<file path="config.mk">
export PLATFORM = sky130hd
export DESIGN_NAME = capture_sequencer
export DESIGN_NICKNAME = d
export VERILOG_FILES = /design/src/rtl/capture_sequencer.sv
export SDC_FILE = /design/constraint.sdc
export NUM_CORES = 1
export LEC_CHECK = 0
export BUFFER_PORTS_ARGS = -buffer_cell sky130_fd_sc_hd__buf_2
export CORE_ASPECT_RATIO = 2
export CORE_UTILIZATION = 45
export CTS_CLUSTER_SIZE = 40
export DETAILED_ROUTE_END_ITERATION = 10
export MAX_ROUTING_LAYER = met4
export PLACE_DENSITY = 0.68
export SLEW_MARGIN = 5
export SYNTH_ARGS = -nofsm -noshare
export SYNTH_HDL_FRONTEND = slang
export SYNTH_SLANG_ARGS = --single-unit
</file>
<file path="constraint.sdc">
create_clock -name clk -period 3.65 [get_ports clk]
set_clock_uncertainty 0.05 [all_clocks]
set_input_delay 0.365 -clock clk [delete_from_list [all_inputs] [get_ports clk]]
set_output_delay 0.365 -clock clk [all_outputs]
set_load 0.005 [all_outputs]
</file>
<file path="src/rtl/capture_sequencer.sv">
// capture_sequencer: controls one logic-analyser capture run.
// Evaluates a mask/value trigger on incoming samples and drives the write
// port of an external circular sample RAM: pre-trigger history wraps until
// the trigger fires, then post_count further samples are written and the
// run stops, reporting the RAM address of the trigger sample.
//
// Optional build macro TRIG_EDGE_EN adds a trig_edge input that also
// requires a change on selected bits relative to the previous valid sample.
module capture_sequencer #(
  parameter int WIDTH = 16,
  parameter int AW    = 10
) (
  input  logic             clk,
  input  logic             rst,
  input  logic             arm,
  input  logic             abort,
  input  logic [WIDTH-1:0] trig_mask,
  input  logic [WIDTH-1:0] trig_value,
  input  logic [AW-1:0]    post_count,
`ifdef TRIG_EDGE_EN
  input  logic [WIDTH-1:0] trig_edge,
`endif
  input  logic [WIDTH-1:0] sample,
  input  logic             sample_valid,
  output logic             wr_en,
  output logic [AW-1:0]    wr_addr,
  output logic [WIDTH-1:0] wr_data,
  output logic [AW-1:0]    trig_addr,
  output logic             wrapped,
  output logic             busy,
  output logic             done
);

  typedef enum logic [1:0] {
    S_IDLE  = 2'd0,
    S_ARMED = 2'd1,
    S_POST  = 2'd2,
    S_DONE  = 2'd3
  } state_t;

  localparam logic [AW-1:0]    AW_ZERO = {AW{1'b0}};
  localparam logic [AW-1:0]    AW_ONE  = {{(AW-1){1'b0}}, 1'b1};
  localparam logic [AW-1:0]    AW_MAX  = {AW{1'b1}};
  localparam logic [WIDTH-1:0] W_ZERO  = {WIDTH{1'b0}};

  state_t           r_state;
  logic [WIDTH-1:0] r_trig_mask;
  logic [WIDTH-1:0] r_trig_value;
  logic [AW-1:0]    r_post_cfg;
  logic [AW-1:0]    r_post_cnt;
  logic [AW-1:0]    r_ptr;
  logic             r_wr_en;
  logic [AW-1:0]    r_wr_addr;
  logic [WIDTH-1:0] r_wr_data;
  logic [AW-1:0]    r_trig_addr;
  logic             r_wrapped;
  logic             r_busy;
  logic             r_done;
`ifdef TRIG_EDGE_EN
  logic [WIDTH-1:0] r_trig_edge;
  logic [WIDTH-1:0] r_prev;
  logic             r_prev_valid;
`endif

  logic             w_level_match;
  logic             w_edge_ok;
  logic             w_match;
  logic [AW-1:0]    w_ptr_inc;
  logic             w_ptr_wraps;

  // Trigger evaluation on the current sample against the latched config.
  always_comb begin
    w_level_match = 1'b0;
    w_edge_ok     = 1'b1;
    w_ptr_inc     = r_ptr + AW_ONE;
    w_ptr_wraps   = (r_ptr == AW_MAX);
    if (((sample ^ r_trig_value) & r_trig_mask) == W_ZERO) begin
      w_level_match = 1'b1;
    end else begin
      w_level_match = 1'b0;
    end
`ifdef TRIG_EDGE_EN
    // Without a previous sample no edge can be seen, so only an empty
    // edge selection is satisfied on the first sample after arm.
    if (r_prev_valid) begin
      w_edge_ok = (((sample ^ r_prev) & r_trig_edge) == r_trig_edge);
    end else begin
      w_edge_ok = (r_trig_edge == W_ZERO);
    end
`else
    w_edge_ok = 1'b1;
`endif
    w_match = w_level_match & w_edge_ok;
  end

  // Run-control FSM with write path, trigger capture and registered status.
  always_ff @(posedge clk or negedge rst) begin
    if (!rst) begin
      r_state      <= S_IDLE;
      r_trig_mask  <= W_ZERO;
      r_trig_value <= W_ZERO;
      r_post_cfg   <= AW_ZERO;
      r_post_cnt   <= AW_ZERO;
      r_ptr        <= AW_ZERO;
      r_wr_en      <= 1'b0;
      r_wr_addr    <= AW_ZERO;
      r_wr_data    <= W_ZERO;
      r_trig_addr  <= AW_ZERO;
      r_wrapped    <= 1'b0;
      r_busy       <= 1'b0;
      r_done       <= 1'b0;
`ifdef TRIG_EDGE_EN
      r_trig_edge  <= W_ZERO;
      r_prev       <= W_ZERO;
      r_prev_valid <= 1'b0;
`endif
    end else begin
      // The strobe only stays high on cycles that actually write.
      r_wr_en <= 1'b0;
      if (abort) begin
        // Pointer, trigger address and wrap flag are kept for inspection.
        r_state <= S_IDLE;
        r_busy  <= 1'b0;
        r_done  <= 1'b0;
      end else begin
        case (r_state)
          S_IDLE, S_DONE: begin
            if (arm) begin
              r_trig_mask  <= trig_mask;
              r_trig_value <= trig_value;
              r_post_cfg   <= post_count;
              r_ptr        <= AW_ZERO;
              r_wr_addr    <= AW_ZERO;
              r_wrapped    <= 1'b0;
              r_state      <= S_ARMED;
              r_busy       <= 1'b1;
              r_done       <= 1'b0;
`ifdef TRIG_EDGE_EN
              r_trig_edge  <= trig_edge;
              r_prev       <= W_ZERO;
              r_prev_valid <= 1'b0;
`endif
            end else begin
              r_state <= r_state;
            end
          end
          S_ARMED: begin
            if (sample_valid) begin
              r_wr_en   <= 1'b1;
              r_wr_addr <= r_ptr;
              r_wr_data <= sample;
              r_ptr     <= w_ptr_inc;
              if (w_ptr_wraps) begin
                r_wrapped <= 1'b1;
              end else begin
                r_wrapped <= r_wrapped;
              end
`ifdef TRIG_EDGE_EN
              r_prev       <= sample;
              r_prev_valid <= 1'b1;
`endif
              if (w_match) begin
                r_trig_addr <= r_ptr;
                r_post_cnt  <= r_post_cfg;
                if (r_post_cfg == AW_ZERO) begin
                  r_state <= S_DONE;
                  r_busy  <= 1'b0;
                  r_done  <= 1'b1;
                end else begin
                  r_state <= S_POST;
                end
              end else begin
                r_state <= S_ARMED;
              end
            end else begin
              r_state <= S_ARMED;
            end
          end
          S_POST: begin
            if (sample_valid) begin
              r_wr_en    <= 1'b1;
              r_wr_addr  <= r_ptr;
              r_wr_data  <= sample;
              r_ptr      <= w_ptr_inc;
              r_post_cnt <= r_post_cnt - AW_ONE;
              if (w_ptr_wraps) begin
                r_wrapped <= 1'b1;
              end else begin
                r_wrapped <= r_wrapped;
              end
              // The sample taking the counter from 1 to 0 is the last one.
              if (r_post_cnt <= AW_ONE) begin
                r_state <= S_DONE;
                r_busy  <= 1'b0;
                r_done  <= 1'b1;
              end else begin
                r_state <= S_POST;
              end
            end else begin
              r_state <= S_POST;
            end
          end
          default: begin
            r_state <= S_IDLE;
            r_busy  <= 1'b0;
            r_done  <= 1'b0;
          end
        endcase
      end
    end
  end

  assign wr_en     = r_wr_en;
  assign wr_addr   = r_wr_addr;
  assign wr_data   = r_wr_data;
  assign trig_addr = r_trig_addr;
  assign wrapped   = r_wrapped;
  assign busy      = r_busy;
  assign done      = r_done;

endmodule

</file>
* Yosys cells after proc, flatten, opt, wreduce, memory -nomap -nowiden
Index checks and enable logic that the tools add are counted. W data, S select, Z words.
Word-level totals: register bits after elaboration 104, output and inout bits 40, word-level logic and storage cells 88
Cells by class: $add $sub $neg 2, order comparisons 1, equality and inequality tests 16, multiplexer cells 40, bitwise gates (word level) 3, reduce and logical (&&, ||, !) cells 13
Operator list (count):
- $mux W10 | 6
- $pmux W10 S2 | 3
- $mux W1 | 22
- $ne A3 B3 Y1 const B | 6
- $and A16 B16 Y16 | 1
- $logic_not A16 Y1 | 1
- $xor A16 B16 Y16 | 1
- $add A10 B1 Y10 const B | 1
- $eq A10 B10 Y1 const B | 1
- $le A10 B1 Y1 const B | 1
- $logic_not A10 Y1 | 1
- $mux W2 | 5
- $sub A10 B1 Y10 const B | 1
- $reduce_and A3 Y1 | 3
- $ne A2 B2 Y1 const B | 4
- $reduce_and A4 Y1 | 2
- $pmux W1 S3 | 2
- $pmux W2 S3 | 1
- $reduce_and A6 Y1 | 1
- $reduce_and A5 Y1 | 1
- $eq A2 B2 Y1 const B | 2
- $ne A2 B1 Y1 const B | 2
- $reduce_or A2 Y1 | 2
- $eq A2 B1 Y1 const B | 1
- 4 further kinds | 4

* Longest topological paths before layout
depth in word-level cells 8, depth in mapped cells 9

* Worst setup path before layout
Ideal clock, no wire load.
path kind flip-flop to flip-flop, from register r_state[0], to register r_ptr[5], data arrival time 2019 ps, slack 1503 ps, stages on the path, launching flop included 9, period minus slack after synthesis 2147 ps, path through dfrtp_1 inv_1 ha_1 clkbuf_1 nor3b_1 nor2b_1 nand4b_1 or3_1 a21oi_1
On the way: cells in the longest elaborated chain, start to end 4, elaborated cells between the ends (all ways) 10
RTL lines:
- start: declaration | RTL line 46 | state_t r_state;
- start signal: assignment | RTL line 144 | r_state <= r_state;
- $eq A2 B2 Y1 (tied with other cells) | RTL line 126 | case (r_state)
- $reduce_or A2 Y1 (on tied branches)
- $ne A2 B2 Y1 (no source line) or $ne A2 B1 Y1 (tied branches)
- $reduce_and A3 Y1 (no source line)
- end signal: assignment | RTL line 152 | r_ptr <= w_ptr_inc;
- end signal: assignment | RTL line 184 | r_ptr <= w_ptr_inc;
- end: declaration | RTL line 51 | logic [AW-1:0] r_ptr;
Parallel ways exist; a longest one is shown, timed or not. A chain may end at the register's enable or synchronous reset.

* Worst setup path after layout
from register r_state[0], to register r_ptr[6]
The elaborated chain is that of the path after synthesis.

==> impl_metrics.json <==
{
  "status": "complete, no violations",
  "drt_iter0_drc": 201,
  "synth-main-ff-cell": "dfrtp_1",
  "avgSynthCellArea_um2": 9.76,
  "die_y_um": 149,
  "initial_utilization": 0.461,
  "synth_top_area_frac": 0.539,
  "finalPower_w": 0.00329,
  "fillers": 965,
  "antenna_cells": 0,
  "postLayoutCoreUtil": 0.553,
  "ys_seq_elements": 104,
  "clockBufferDepth": 2,
  "drv_cap": 0,
  "netlist_instances": 495,
  "ff2ff_path_depth": 8,
  "cts_root_buf": "clkbuf_16",
  "grt_max_degree": 55,
  "worstPathArrival_ns": 2.91,
  "grt_use_total": 0.233,
  "synth.most_common_cell": "nand2_1",
  "min_period_ns": 2.72,
  "cts_buffers": 9,
  "fp.dieW_um": 75.3,
  "crit_fanout": 19,
  "slew_viol_final": 0,
  "fp.coreArea_um2": 10500,
  "worstSkewPairLatency_ns": 0.35,
  "hold_viol_final": 0,
  "clock_sinks": 104,
  "rr_endpoint": "r_ptr[6]",
  "route.detailed.drc": 0,
  "antenna_found_initial": 0,
  "ys_top_cells_by_count": "nand2_1, dfrtp_1, mux2_2, nor2_1",
  "maxSlewHeadroom": 0.403,
  "synthesis.area_um2": 4830,
  "hold_path.class": "input pin to async pin",
  "tightest_slew_ns": 0.894,
  "synth-edff-count": 0,
  "yosysWarnings": 0,
  "fin_crit_sh": 0.746,
  "powerDensity_nw_per_um2": 567,
  "fin_setup_tns_ns": 0,
  "final-seq-area_um2": 2600,
  "syn_nets": 563,
  "hpwl_um": 8470,
  "setup_viol_count_final": 0,
  "leakagePower_nw": 3.01,
  "r2r_start": "r_state[0]",
  "clk_pin_slew_worst_paths_ns": 0.07,
  "grt_setup_unrepaired": "no",
  "place_congestion": 0.870,
  "numPortBuffers": 102,
  "dr.pass1.iters": 4,
  "wl_per_cell_um": 15.8,
  "critPathKind": "flip-flop to flip-flop",
  "crit_required_ns": 3.83,
  "async_flop_share": 1.00,
  "vias_per_cell": 5.28,
  "drive_gt1_frac": 0.268,
  "fin_area_um2": 5800,
  "dieArea_um2": 11200,
  "ioPinCount": 103,
  "reg2reg_slack_ns": 0.93,
  "ys_seq_area_frac": 0.539,
  "crit_path_end_kind": "flip-flop",
  "row_count": 53,
  "final_nets": 661,
  "grt_pass1_vias": 3942,
  "ir_worst_vdd_mv": 0.368,
  "yosysTopAreaCell": "dfrtp_1",
  "cts_setup_buffers": 0,
  "cts_resized": 0,
  "grt_pass1_wl_um": 18900,
  "gr-total-overflow": 0,
  "placed_cell_area_um2": 5490,
  "synth_cell_types": 49,
  "antenna_left": 0,
  "drt-total-wl_um": 11600,
  "area_growth_pct": 20.0,
  "worstSetupStartpointType": "flip-flop",
  "cts_tree": "yes",
  "multiInputGateArea_um2": 2110,
  "synth.area.top_cells": "dfrtp_1, nand2_1, mux2_2",
  "dr_total_vias": 3880,
  "cts_hold_buf": 0,
  "clock.fmax_ghz": 0.367,
  "cts_max_level": 3
}
==> metal layers <==
metal  wire length, um  GRT usage
met3               336     0.0359
met2              6570      0.410
met4               280     0.0880
met5                 0          -
met1              4460      0.259
==> cell type report <==
cell class | count | share of cell area
Multi-Input combinational cell | 359 | 0.364
Timing Repair Buffer | 110 | 0.0989
Clock buffer | 10 | 0.0395
Inverter | 9 | 0.00583
Tap cell | 137 | 0.0296
Clock inverter | 6 | 0.0132
Sequential cell | 104 | 0.449
==> worst max-delay path by stage <==
stage                     from       endpoint  slack, ns  cells after the start
4_1_cts        r_trig_value[5]  r_post_cnt[2]       0.90                      5
3_5_place_dp         sample[5]  r_post_cnt[2]       0.81                      6
6_report            r_state[0]       r_ptr[6]       0.93                      8
2_1_floorplan       r_state[0]       r_ptr[5]       1.50                      8
3_3_place_gp         sample[5]  r_post_cnt[2]       0.97                      6
5_1_grt             r_state[0]       r_ptr[9]       0.67                      8
==> power by group <==
group	switching, W	internal (W)
combinational	0.000388	0.000333
clock	0.000448	0.000543
sequential	0.000186	0.00139
==> state kept, by name, indices dropped and copies added (netlist names) <==
signal and cells:
r_trig_mask 16, r_trig_value 16, wr_data 16, r_post_cfg 10
r_post_cnt 10, r_ptr 10, trig_addr 10, wr_addr 10
r_state 2, busy 1, done 1, wr_en 1
wrapped 1
==> per-stage QoR <==
stage                     cells  worst slack [ns]  hold slack (ns)
after floorplan             495              1.50           0.0194
after global placement      719             0.972            0.398
after detailed placement    719             0.811            0.401
after CTS                   735             0.896           0.0414
after global routing        735             0.673           0.0551
final                       735             0.926          0.00838
==> critical path, cell delays in order (launching register included) <==
cell,delay (ns)
dfrtp_1,0.38
inv_1,0.06
ha_1,0.62
nor3b_2,0.12
nor2b_1,0.72
and3b_1,0.31
nand4_1,0.13
xor2_1,0.18
nor2_1,0.06
==> cell usage in the layout (no fill, tap or decap), types with 2 or more instances in the layout <==
master       n
xnor2_1      2
o311ai_0     2
nor2_1      28
inv_1        9
nand3_1      4
mux2_2      29
nand3b_1    16
buf_2      101
clkbuf_16    9
buf_4        9
o2111ai_1    2
mux2i_1      3
or3_1        6
clkinv_4     3
nor2b_1      4
a21oi_1      5
and4_1       3
a31oi_1      5
ha_1         5
nor4_1       3
a22oi_1      9
and3_1       5
nand2_1    161
o31ai_1      3
o21ai_0      7
xor2_1      21
nand2b_1     3
nand4_1      4
dfrtp_1    104
nor3_1       8
==> kinds of logic after synthesis <==
group / synth area share
simple gates: 0.238
flops: 0.539
compound gates: 0.0645
xor+xnor: 0.0417
buf+inv: 0.0267
fa+ha+maj: 0.0130
mux: 0.0769
(Power assumes the default switching activity.)
